### src/rtl/coco_serial_pkg.sv
// Shared types and constants for the CoCo bit-banger serial path.
package coco_serial_pkg;

  localparam int unsigned DIV_W            = 20;
  localparam int unsigned DIV_MIN          = 8;
  localparam int unsigned DEFAULT_600_BAUD = 95453;

  typedef enum logic [2:0] {
    IDLE,
    START,
    DATA,
    PARITY,
    STOP,
    BREAK
  } rx_state_e;

  // 0 selects the default period; tiny divisors are clamped so mid-bit sampling stays meaningful
  function automatic logic [DIV_W-1:0] eff_div(input logic [DIV_W-1:0] req,
                                               input logic [DIV_W-1:0] dflt);
    if (req == '0)
      return dflt;
    else if (req < DIV_W'(DIV_MIN))
      return DIV_W'(DIV_MIN);
    return req;
  endfunction

endpackage

### src/rtl/coco_rx_fifo.sv
// Synchronous FIFO, FIFO_DEPTH x WIDTH, wrap-bit pointers; pop is honoured before push when full.
module coco_rx_fifo #(
  parameter int unsigned FIFO_DEPTH = 8,
  parameter int unsigned WIDTH      = 8
) (
  input  logic             clk,
  input  logic             reset,
  input  logic             push,
  input  logic [WIDTH-1:0] wr_data,
  input  logic             pop,
  output logic [WIDTH-1:0] rd_data,
  output logic             full,
  output logic             empty
);

  localparam int unsigned AW = $clog2(FIFO_DEPTH);

  logic [WIDTH-1:0] mem [FIFO_DEPTH];
  logic [AW:0]      wr_ptr;
  logic [AW:0]      rd_ptr;
  logic             do_push;
  logic             do_pop;

  assign empty   = (wr_ptr == rd_ptr);
  assign full    = (wr_ptr[AW] != rd_ptr[AW]) && (wr_ptr[AW-1:0] == rd_ptr[AW-1:0]);
  assign do_pop  = pop && !empty;
  assign do_push = push && (!full || do_pop);
  assign rd_data = mem[rd_ptr[AW-1:0]];

  always_ff @(posedge clk or posedge reset) begin
    if (reset) begin
      wr_ptr <= '0;
      rd_ptr <= '0;
      for (int unsigned i = 0; i < FIFO_DEPTH; i++)
        mem[AW'(i)] <= '0;
    end else begin
      if (do_push) begin
        mem[wr_ptr[AW-1:0]] <= wr_data;
        wr_ptr              <= wr_ptr + {{AW{1'b0}}, 1'b1};
      end
      if (do_pop)
        rd_ptr <= rd_ptr + {{AW{1'b0}}, 1'b1};
    end
  end

endmodule

### src/rtl/coco_rs232_rx.sv
// Receiver for the CoCo bit-banged rsout1 line: 8N1 by default, 8E1 when COCO_RX_PARITY_EN is defined.
module coco_rs232_rx
  import coco_serial_pkg::*;
#(
  parameter int unsigned FIFO_DEPTH  = 8,
  parameter bit          IDLE_LEVEL  = 1'b1,
  parameter int unsigned DEFAULT_DIV = DEFAULT_600_BAUD
) (
  input  logic             clk,
  input  logic             reset,
  input  logic             rx_in,
  input  logic [DIV_W-1:0] bit_div,
  output logic [7:0]       rx_data,
  output logic             rx_valid,
  input  logic             rx_ready,
  output logic             frame_err,
  output logic             overrun,
  output logic             parity_err,
  input  logic             err_clr,
  output logic             busy
);

  logic             sync1;
  logic             sync2;
  logic             line;
  logic             line_d;
  rx_state_e        state;
  logic [DIV_W-1:0] d_eff;
  logic [DIV_W-1:0] div_q;
  logic [DIV_W-1:0] tmr;
  logic             tmr_exp;
  logic [2:0]       bit_idx;
  logic [7:0]       shreg;
  logic             push;
  logic             fifo_pop;
  logic             fifo_full;
  logic             fifo_empty;

  // internal line is always 1 for mark, whatever the physical idle level
  assign line    = sync2 ^ ~IDLE_LEVEL;
  assign d_eff   = eff_div(bit_div, DIV_W'(DEFAULT_DIV));
  assign tmr_exp = (tmr == DIV_W'(1));
  assign busy    = (state != IDLE);

  always_ff @(posedge clk or posedge reset) begin
    if (reset) begin
      sync1  <= IDLE_LEVEL;
      sync2  <= IDLE_LEVEL;
      line_d <= 1'b1;
    end else begin
      sync1  <= rx_in;
      sync2  <= sync1;
      line_d <= line;
    end
  end

`ifdef COCO_RX_PARITY_EN
  logic par_err_q;
  assign parity_err = par_err_q;
`else
  assign parity_err = 1'b0;
`endif

  always_ff @(posedge clk or posedge reset) begin
    if (reset) begin
      state     <= IDLE;
      div_q     <= '0;
      tmr       <= '0;
      bit_idx   <= '0;
      shreg     <= '0;
      push      <= 1'b0;
      frame_err <= 1'b0;
`ifdef COCO_RX_PARITY_EN
      par_err_q <= 1'b0;
`endif
    end else begin
      push <= 1'b0;
      tmr  <= tmr - DIV_W'(1);
      // clears come first so a set later in this block wins the same cycle
      if (err_clr) begin
        frame_err <= 1'b0;
`ifdef COCO_RX_PARITY_EN
        par_err_q <= 1'b0;
`endif
      end
      case (state)
        IDLE: begin
          if (line_d && !line) begin
            div_q <= d_eff;
            tmr   <= d_eff >> 1;
            state <= START;
          end
        end
        START: begin
          if (tmr_exp) begin
            if (!line) begin
              tmr     <= div_q;
              bit_idx <= '0;
              state   <= DATA;
            end else begin
              state <= IDLE;
            end
          end
        end
        DATA: begin
          if (tmr_exp) begin
            shreg   <= {line, shreg[7:1]};
            tmr     <= div_q;
            bit_idx <= bit_idx + 3'd1;
            if (bit_idx == 3'd7) begin
`ifdef COCO_RX_PARITY_EN
              state <= PARITY;
`else
              state <= STOP;
`endif
            end
          end
        end
`ifdef COCO_RX_PARITY_EN
        PARITY: begin
          if (tmr_exp) begin
            if (line != ^shreg)
              par_err_q <= 1'b1;
            tmr   <= div_q;
            state <= STOP;
          end
        end
`endif
        STOP: begin
          if (tmr_exp) begin
            if (line) begin
              push  <= 1'b1;
              state <= IDLE;
            end else begin
              frame_err <= 1'b1;
              state     <= BREAK;
            end
          end
        end
        BREAK: begin
          if (line)
            state <= IDLE;
        end
        default: state <= IDLE;
      endcase
    end
  end

  assign rx_valid = !fifo_empty;
  assign fifo_pop = rx_valid && rx_ready;

  always_ff @(posedge clk or posedge reset) begin
    if (reset)
      overrun <= 1'b0;
    else if (push && fifo_full && !fifo_pop)
      overrun <= 1'b1;
    else if (err_clr)
      overrun <= 1'b0;
  end

  coco_rx_fifo #(
    .FIFO_DEPTH(FIFO_DEPTH),
    .WIDTH     (8)
  ) u_fifo (
    .clk    (clk),
    .reset  (reset),
    .push   (push),
    .wr_data(shreg),
    .pop    (fifo_pop),
    .rd_data(rx_data),
    .full   (fifo_full),
    .empty  (fifo_empty)
  );

endmodule

### config.mk
export PLATFORM = sky130hd
export DESIGN_NAME = coco_rs232_rx
export DESIGN_NICKNAME = d
export VERILOG_FILES = /design/src/rtl/coco_serial_pkg.sv /design/src/rtl/coco_rx_fifo.sv /design/src/rtl/coco_rs232_rx.sv
export SDC_FILE = /design/constraint.sdc
export NUM_CORES = 1
export LEC_CHECK = 0
export BUFFER_PORTS_ARGS = -buffer_cell sky130_fd_sc_hd__buf_2
export CORE_MARGIN = 5
export CORE_UTILIZATION = 55
export DETAILED_ROUTE_END_ITERATION = 8
export PLACE_DENSITY = 0.82
export SYNTH_ARGS = -nofsm -noshare
export SYNTH_HDL_FRONTEND = slang
export SYNTH_HIERARCHICAL = 1
export SYNTH_SLANG_ARGS = --single-unit
### constraint.sdc
create_clock -name clk -period 7.6 [get_ports clk]
set_input_delay 0.76 -clock clk [delete_from_list [all_inputs] [get_ports clk]]
set_output_delay 0.76 -clock clk [all_outputs]
set_load 0.005 [all_outputs]
==> results by group, run 1 <==
Setup path
  – CP required: 7900 ps
  – Reg2reg setup slack: 4160 ps
  – R2R depth: 7
  – Slowest stage delay, CP: 1000 ps
  – Startpoint Class: flip-flop
  – Setup crit end: u_fifo/mem[56]$_DFFE_PP0P_
  – Slowest-stage cell, CP: dfrtp_1
  – Crit. End Element: flip-flop
  – Crit path DAT: 3740 ps
  – Kind of critical path: reg -> reg
  – Worst path cell trace: xor2_1 > nor3_1 > nor2b_1 > nor2_1 > a41oi_2 > or4b_1 > mux2_4
  – Reg-to-Reg Start: u_fifo/rd_ptr[1]$_DFFE_PP0P_
  – Reg2reg end: u_fifo/mem[56]$_DFFE_PP0P_
  – CP startpoint: u_fifo/rd_ptr[1]$_DFFE_PP0P_
  – CP max FO: 23

Timing
  – Final Critical Period: 3440 ps
  – Setup Skew: 7.170 ps
  – Max-slew violations: 0
  – RSZ-0062 raised after global routing: no
  – Measured slew at the worst slew-check pin: 1061 ps
  – Slew margin rel.: 0.2877
  – Endpoints failing hold: 0
  – Period utilization: 0.4526
  – TNS Setup: 0 ps
  – Setup violations, final: 0
  – F_max: 290.7 MHz

Floorplan
  – Core ar.: 0.01137 sq mm
  – Initial Utilization: 0.5594
  – Die height: 117.5 um
  – Die ar.: 0.01381 sq mm
  – Row count: 39
  – I/O pin count: 38
  – Die Span X: 117.5 um

Drt
  – Vias per cell: 5.958
  – Initial drt markers: 284
  – DRT antenna net count: 0
  – Residual DRC: 0
  – DR vias: 4218
  – WL final: 13.36 mm
  – Drt pass-1 iters: 4
  – WL per Instance: 18.88 um

Global routing
  – Largest net degree at the start of global routing: 73
  – Gr usage total: 0.2064
  – Vias in the first global route: 4567
  – GR Overflow Total: 0
  – Global-route wire length before repair: 22.89 mm
  – Antenna violations before repair: 0

Synthesis
  – Synthesized area per cell: 12.42 sq um
  – Cells after Synth: 512
  – Sequential share of the synthesized area: 0.5200
  – Post-Synth Adder-Cell Area: 0.01180
  – Compound-cell area share of the yosys netlist: 0.07240
  – #FFs+latches synth: 132
  – Synthesized net count: 543
  – Warnings from Yosys: 6
  – Largest family of logic cells by synthesized area: multiplexers
  – Post-synth EDFFs: 0
  – Simple-gate area share of the yosys netlist: 0.1167
  – Yosys cell types: 59
  – Mux cell area share after synthesis: 0.2072
  – Synth async-reset ratio: 1.000
  – XOR/XNOR Fraction of Synth Area: 0.04387
  – Mapped Area: 0.006360 sq mm
  – Main synth FF type: dfrtp_1

Outcome
  – Status: completed

Clock tree
  – CTS Buf Count: 17
  – Clock H-tree levels: 4
  – Hold buffers post-CTS: 0
  – Deepest clock path buffer count: 2
  – Root buffer cell: clkbuf_16
  – Post-cts resize count: 0
  – Clk pin slew, worst setup/hold paths: 50 ps
  – Num Clock Sinks: 132
  – Post-CTS setup buffers: 0
  – Worst-skew pair later-pin latency: 420 ps
  – TritonCTS clock tree: yes

Finish
  – Layout Nets: 583
  – Design area: 0.007281 sq mm
  – Leading cell type in the layout, fill and taps excluded: dfrtp_1
  – Ant diodes: 0
  – Layout cells sized above 1: 0.3451
  – Area grow syn2layout: 14.48%
  – Post-Layout Cell Count: 708
  – Commonest cells after routing, fill and taps aside: dfrtp_1 (129), mux2_2 (73), nand2_1 (68)

Power
  – Static Leak: 3.382 nW
  – Maximum vdd drop: 0.2760 mV
  – PwrDens: 313.4 mW/mm^2

Placed design
  – Placed inst area: 0.006650 sq mm
  – Hpwl dp: 8.671 mm
  – IO Port Bufs: 36
  – Global placer's final weighted congestion: 0.8824
  – Dpl cells: 676

Flow run
  – Max-cap violations: 0

Min path
  – Hold/Removal Path Class: reg -> reg
  – WHS Path Cells: 0
## metal layers
metal,GRT usage,routed length (um)
met3,0.05863,486
met5,0,0
met4,0.08244,289
met2,0.3380,6931
met1,0.2593,5657
## state kept, by name, summed over array words and instances, names as in the netlist
register	cells
u_fifo/wr_ptr	4
state	3
u_fifo/rd_ptr	4
line	1
u_fifo/mem	64
frame_err	1
sync1	1
tmr	20
div_q	20
shreg	8
overrun	1
bit_idx	3
push	1
line_d	1
## synth_stat cells (9+ instances only)
master	count	area, sq um
mux2_4	9	135.1
mux2_2	73	822.0
mux4_2	16	360.4
inv_1	15	56.30
xnor2_1	16	140.1
nand2_1	68	255.2
o21ai_0	23	115.1
xor2_1	14	122.6
nor3_1	12	60.06
dfrtp_1	129	3228
nor2_1	18	67.56
nand3_1	9	45.04
clkbuf_1	9	33.78
## worst min path at each step
stage	startpoint	end
floorplan	sync1$_DFF_PP1_	line$_DFF_PP1_
global placement	sync1$_DFF_PP1_	line$_DFF_PP1_
detailed placement	sync1$_DFF_PP1_	line$_DFF_PP1_
CTS	sync1$_DFF_PP1_	line$_DFF_PP1_
global route	sync1$_DFF_PP1_	line$_DFF_PP1_
finish	sync1$_DFF_PP1_	line$_DFF_PP1_
## critical path, delay by kind of cell (launching register included)
| kind | cells | cell delay (ps) |
|---|---|---|
| flip-flops | 1 | 1000 |
| multiplexers | 1 | 390 |
| XOR/XNOR | 1 | 400 |
| AO/OA/AOI/OAI | 1 | 310 |
| AND/OR/NAND/NOR | 4 | 1210 |
## cells by family (layout without fill, tap and decap cells)
group / after synthesis / count (layout)
AO/OA/AOI/OAI: 64 / 64
XOR/XNOR: 31 / 31
adder cells (fa/ha/maj): 6 / 6
buffers and inverters: 36 / 89
flip-flops: 132 / 132
multiplexers: 98 / 98
other: 1 / 1
AND/OR/NAND/NOR: 144 / 144
## power by group
group | switching [mW] | leakage (nW) | internal, mW | total [mW]
clock network | 0.301 | 0.294 | 0.550 | 0.851
logic | 0.251 | 1.33 | 0.211 | 0.463
registers | 0.142 | 1.76 | 0.826 | 0.968
## through the flow
| stage | total power [mW] | hold WS (ps) | util | setup slack (ps) |
|---|---|---|---|---|
| after global placement | 1.405 | 350.0 | 0.5849 | 4383 |
| final | 2.282 | 355.8 | 0.6404 | 4160 |
| after CTS | 2.293 | 354.4 | 0.6404 | 4239 |
| after detailed placement | 1.437 | 347.3 | 0.5849 | 4253 |
| after global routing | 2.404 | 360.2 | 0.6404 | 4049 |
| after floorplan | 1.318 | 345.2 | - | 5015 |
## final cells by class
type	count	area (sq um)
clock buffer	21	480.5
clock inverter	11	150.1
fill	817	4089
inverter	16	62.56
multi-input combinational	344	2884
sequential	132	3307
tap	143	178.9
timing repair buffer	41	217.7
No activity file was read; power rests on OpenSTA's default activity.
==> run 2: changes to the inputs <==
==> constraint.sdc (replaced) <==
create_clock -name clk -period 3.2 [get_ports clk]
set_input_delay 0.32 -clock clk [delete_from_list [all_inputs] [get_ports clk]]
set_output_delay 0.32 -clock clk [all_outputs]
set_load 0.005 [all_outputs]
==> run 2 against run 1 <==
Effect of this change: die area unchanged; via count increased by 1.1%; worst hold slack got worse by 230 ps; cell count increased by 1.3%; sequential share of layout area decreased by 0.30 points; fmax increased by 20%; clock-buffer cell count decreased by 3; clock skew increased by 1.7 ps; clock power increased by 130%; critical path type unchanged; largest power group unchanged; sequential cell count unchanged; core utilization increased by 0.43 points.
==> results by group, run 2 (synthesized netlist as in run 1, its figures left out) <==
Clock tree
  – TritonCTS clock tree: yes
  – Clk pin slew, worst setup/hold paths: 60 ps
  – Post-cts resize count: 0
  – CTS Buf Count: 17
  – Root buffer cell: clkbuf_16
  – Worst-skew pair later-pin latency: 420 ps
  – Num Clock Sinks: 132
  – Post-CTS setup buffers: 0
  – Hold buffers post-CTS: 2
  – Deepest clock path buffer count: 2
  – Clock H-tree levels: 4

Global routing
  – Vias in the first global route: 4535
  – Gr usage total: 0.2036
  – Global-route wire length before repair: 22.67 mm
  – Antenna violations before repair: 0
  – GR Overflow Total: 0
  – Largest net degree at the start of global routing: 61

Power
  – Net Sw Frac: 0.3126
  – Maximum vdd drop: 0.5715 mV
  – Psw: 1.692 mW
  – Static Leak: 3.410 nW
  – Tot Pwr: 5.414 mW
  – Cell internal pwr: 3.722 mW
  – Seq pwr share: 0.409
  – Comb power frac: 0.225
  – Clock Power Share: 0.366
  – PwrDens: 738.7 mW/mm^2

Setup path
  – Kind of critical path: reg -> reg
  – CP required: 3500 ps
  – Crit path DAT: 3170 ps
  – CP startpoint: u_fifo/wr_ptr[2]$_DFFE_PP0P_
  – Reg-to-Reg Start: u_fifo/wr_ptr[2]$_DFFE_PP0P_
  – Startpoint Class: flip-flop
  – WP buf/inv: 0
  – CP top delay family: simple AND/OR/NAND/NOR gates
  – Slowest-stage cell, CP: or4b_1
  – Crit. End Element: flip-flop
  – Slowest stage delay, CP: 750 ps
  – Worst path cell trace: xnor2_1 > nand2_1 > nor3_1 > nor2b_1 > nor2_1 > a41oi_2 > or4b_1 > mux2_4
  – CP max FO: 10

Flow run
  – Max-cap violations: 0

Timing
  – Slew margin rel.: 0.3826
  – Endpoints failing hold: 0
  – F_max: 348.6 MHz
  – Measured slew at the worst slew-check pin: 914.1 ps
  – Max-slew violations: 0
  – Final Critical Period: 2868 ps
  – RSZ-0062 raised after global routing: no
  – Period utilization: 0.8964
  – Final hold slack: 128.0 ps
  – TNS Setup: 0 ps
  – Setup Skew: 8.888 ps
  – Worst setup margin: 331.5 ps
  – Setup violations, final: 0

Floorplan
  – I/O pin count: 38
  – Die height: 117.5 um
  – Die ar.: 0.01381 sq mm
  – Row count: 39
  – Initial Utilization: 0.5594
  – Core ar.: 0.01137 sq mm
  – Die Span X: 117.5 um

Placed design
  – IO Port Bufs: 36
  – Hpwl dp: 9.010 mm
  – DP Worst Slack: 315.9 ps
  – Global placer's final weighted congestion: 0.8728

Finish
  – Top Registers: u_fifo/mem (64), div_q (20), tmr (20)
  – Max FFs per register: 64
  – Multi-input gate area: 0.002884 sq mm
  – Largest Register: u_fifo/mem
  – Layout cells sized above 1: 0.3502
  – Ant diodes: 0
  – Final Core Density: 0.6447
  – Register area: 0.003307 sq mm
  – Area grow syn2layout: 15.25%
  – Commonest cells after routing, fill and taps aside: dfrtp_1 (129), mux2_2 (73), nand2_1 (68)
  – Leading cell type in the layout, fill and taps excluded: dfrtp_1
  – Layout Nets: 592
  – Fillers: 805

Drt
  – Residual DRC: 0
  – DR vias: 4263
  – Initial drt markers: 233
  – WL per Instance: 18.93 um
  – WL final: 13.57 mm
  – Drt pass-1 iters: 5
  – Vias per cell: 5.946
  – DRT antenna net count: 0

Outcome
  – Status: completed

Min path
  – Hold/Removal Path Class: in -> reg
  – Hold path startpoint: bit_div[15]
==> run 2: cell types whose count changed in the layout (fill, tap and decap cells not counted), sizes merged <==
cell | previous run | this run
clkinv | 3 | 2
clkinvlp | 5 | 6
inv | 16 | 19
buf | 41 | 48
dlygate4sd3 | 0 | 2
clkbuf | 21 | 18
==> run 2: worst min-delay path, stage by stage <==
cell,delay (ps)
buf_2,100
nand2_1,50
nand2_1,50
==> run 2: layer usage <==
layer / part of all wire / GRT usage
met1: 0.42 / 0.2540
met2: 0.51 / 0.3359
met3: 0.050 / 0.05766
met4: 0.019 / 0.08100
met5: 0 / 0
==> run 2: area by class of cell <==
class,count,share of cell area
Sequential cell,132,0.4512
Timing Repair Buffer,50,0.03960
Tap cell,143,0.02441
Inverter,16,0.008535
Multi-Input combinational cell,344,0.3935
Clock buffer,18,0.05855
Clock inverter,14,0.02424
==> run 2: power groups by stage <==
stage	clock network [mW]	registers [mW]	logic, mW
after detailed placement	0	2.23	1.21
after global routing	2.08	2.26	1.35
after floorplan	0	2.19	0.944
final	1.98	2.22	1.22
after global placement	0	2.21	1.16
after CTS	2.00	2.21	1.23
==> run 2: through the flow <==
step / area (sq um) / std cells
after floorplan: 6360 / 512
after global placement: 6703 / 683
after detailed placement: 6703 / 683
after CTS: 7330 / 717
after global routing: 7330 / 717
final: 7330 / 717
==> run 2: final timing paths <==
check	to	slack, ps	cells past startpoint
max in group asynchronous	u_fifo/mem[1]$_DFFE_PP0P_	1780	4
worst min register to register	line$_DFF_PP1_	360	0
min in group asynchronous	u_fifo/rd_ptr[3]$_DFFE_PP0P_	390	3
worst max register to register	u_fifo/mem[63]$_DFFE_PP0P_	330	8
worst min-delay path	div_q[15]$_DFFE_PP0P_	130	3
worst max-delay path	u_fifo/mem[63]$_DFFE_PP0P_	330	8
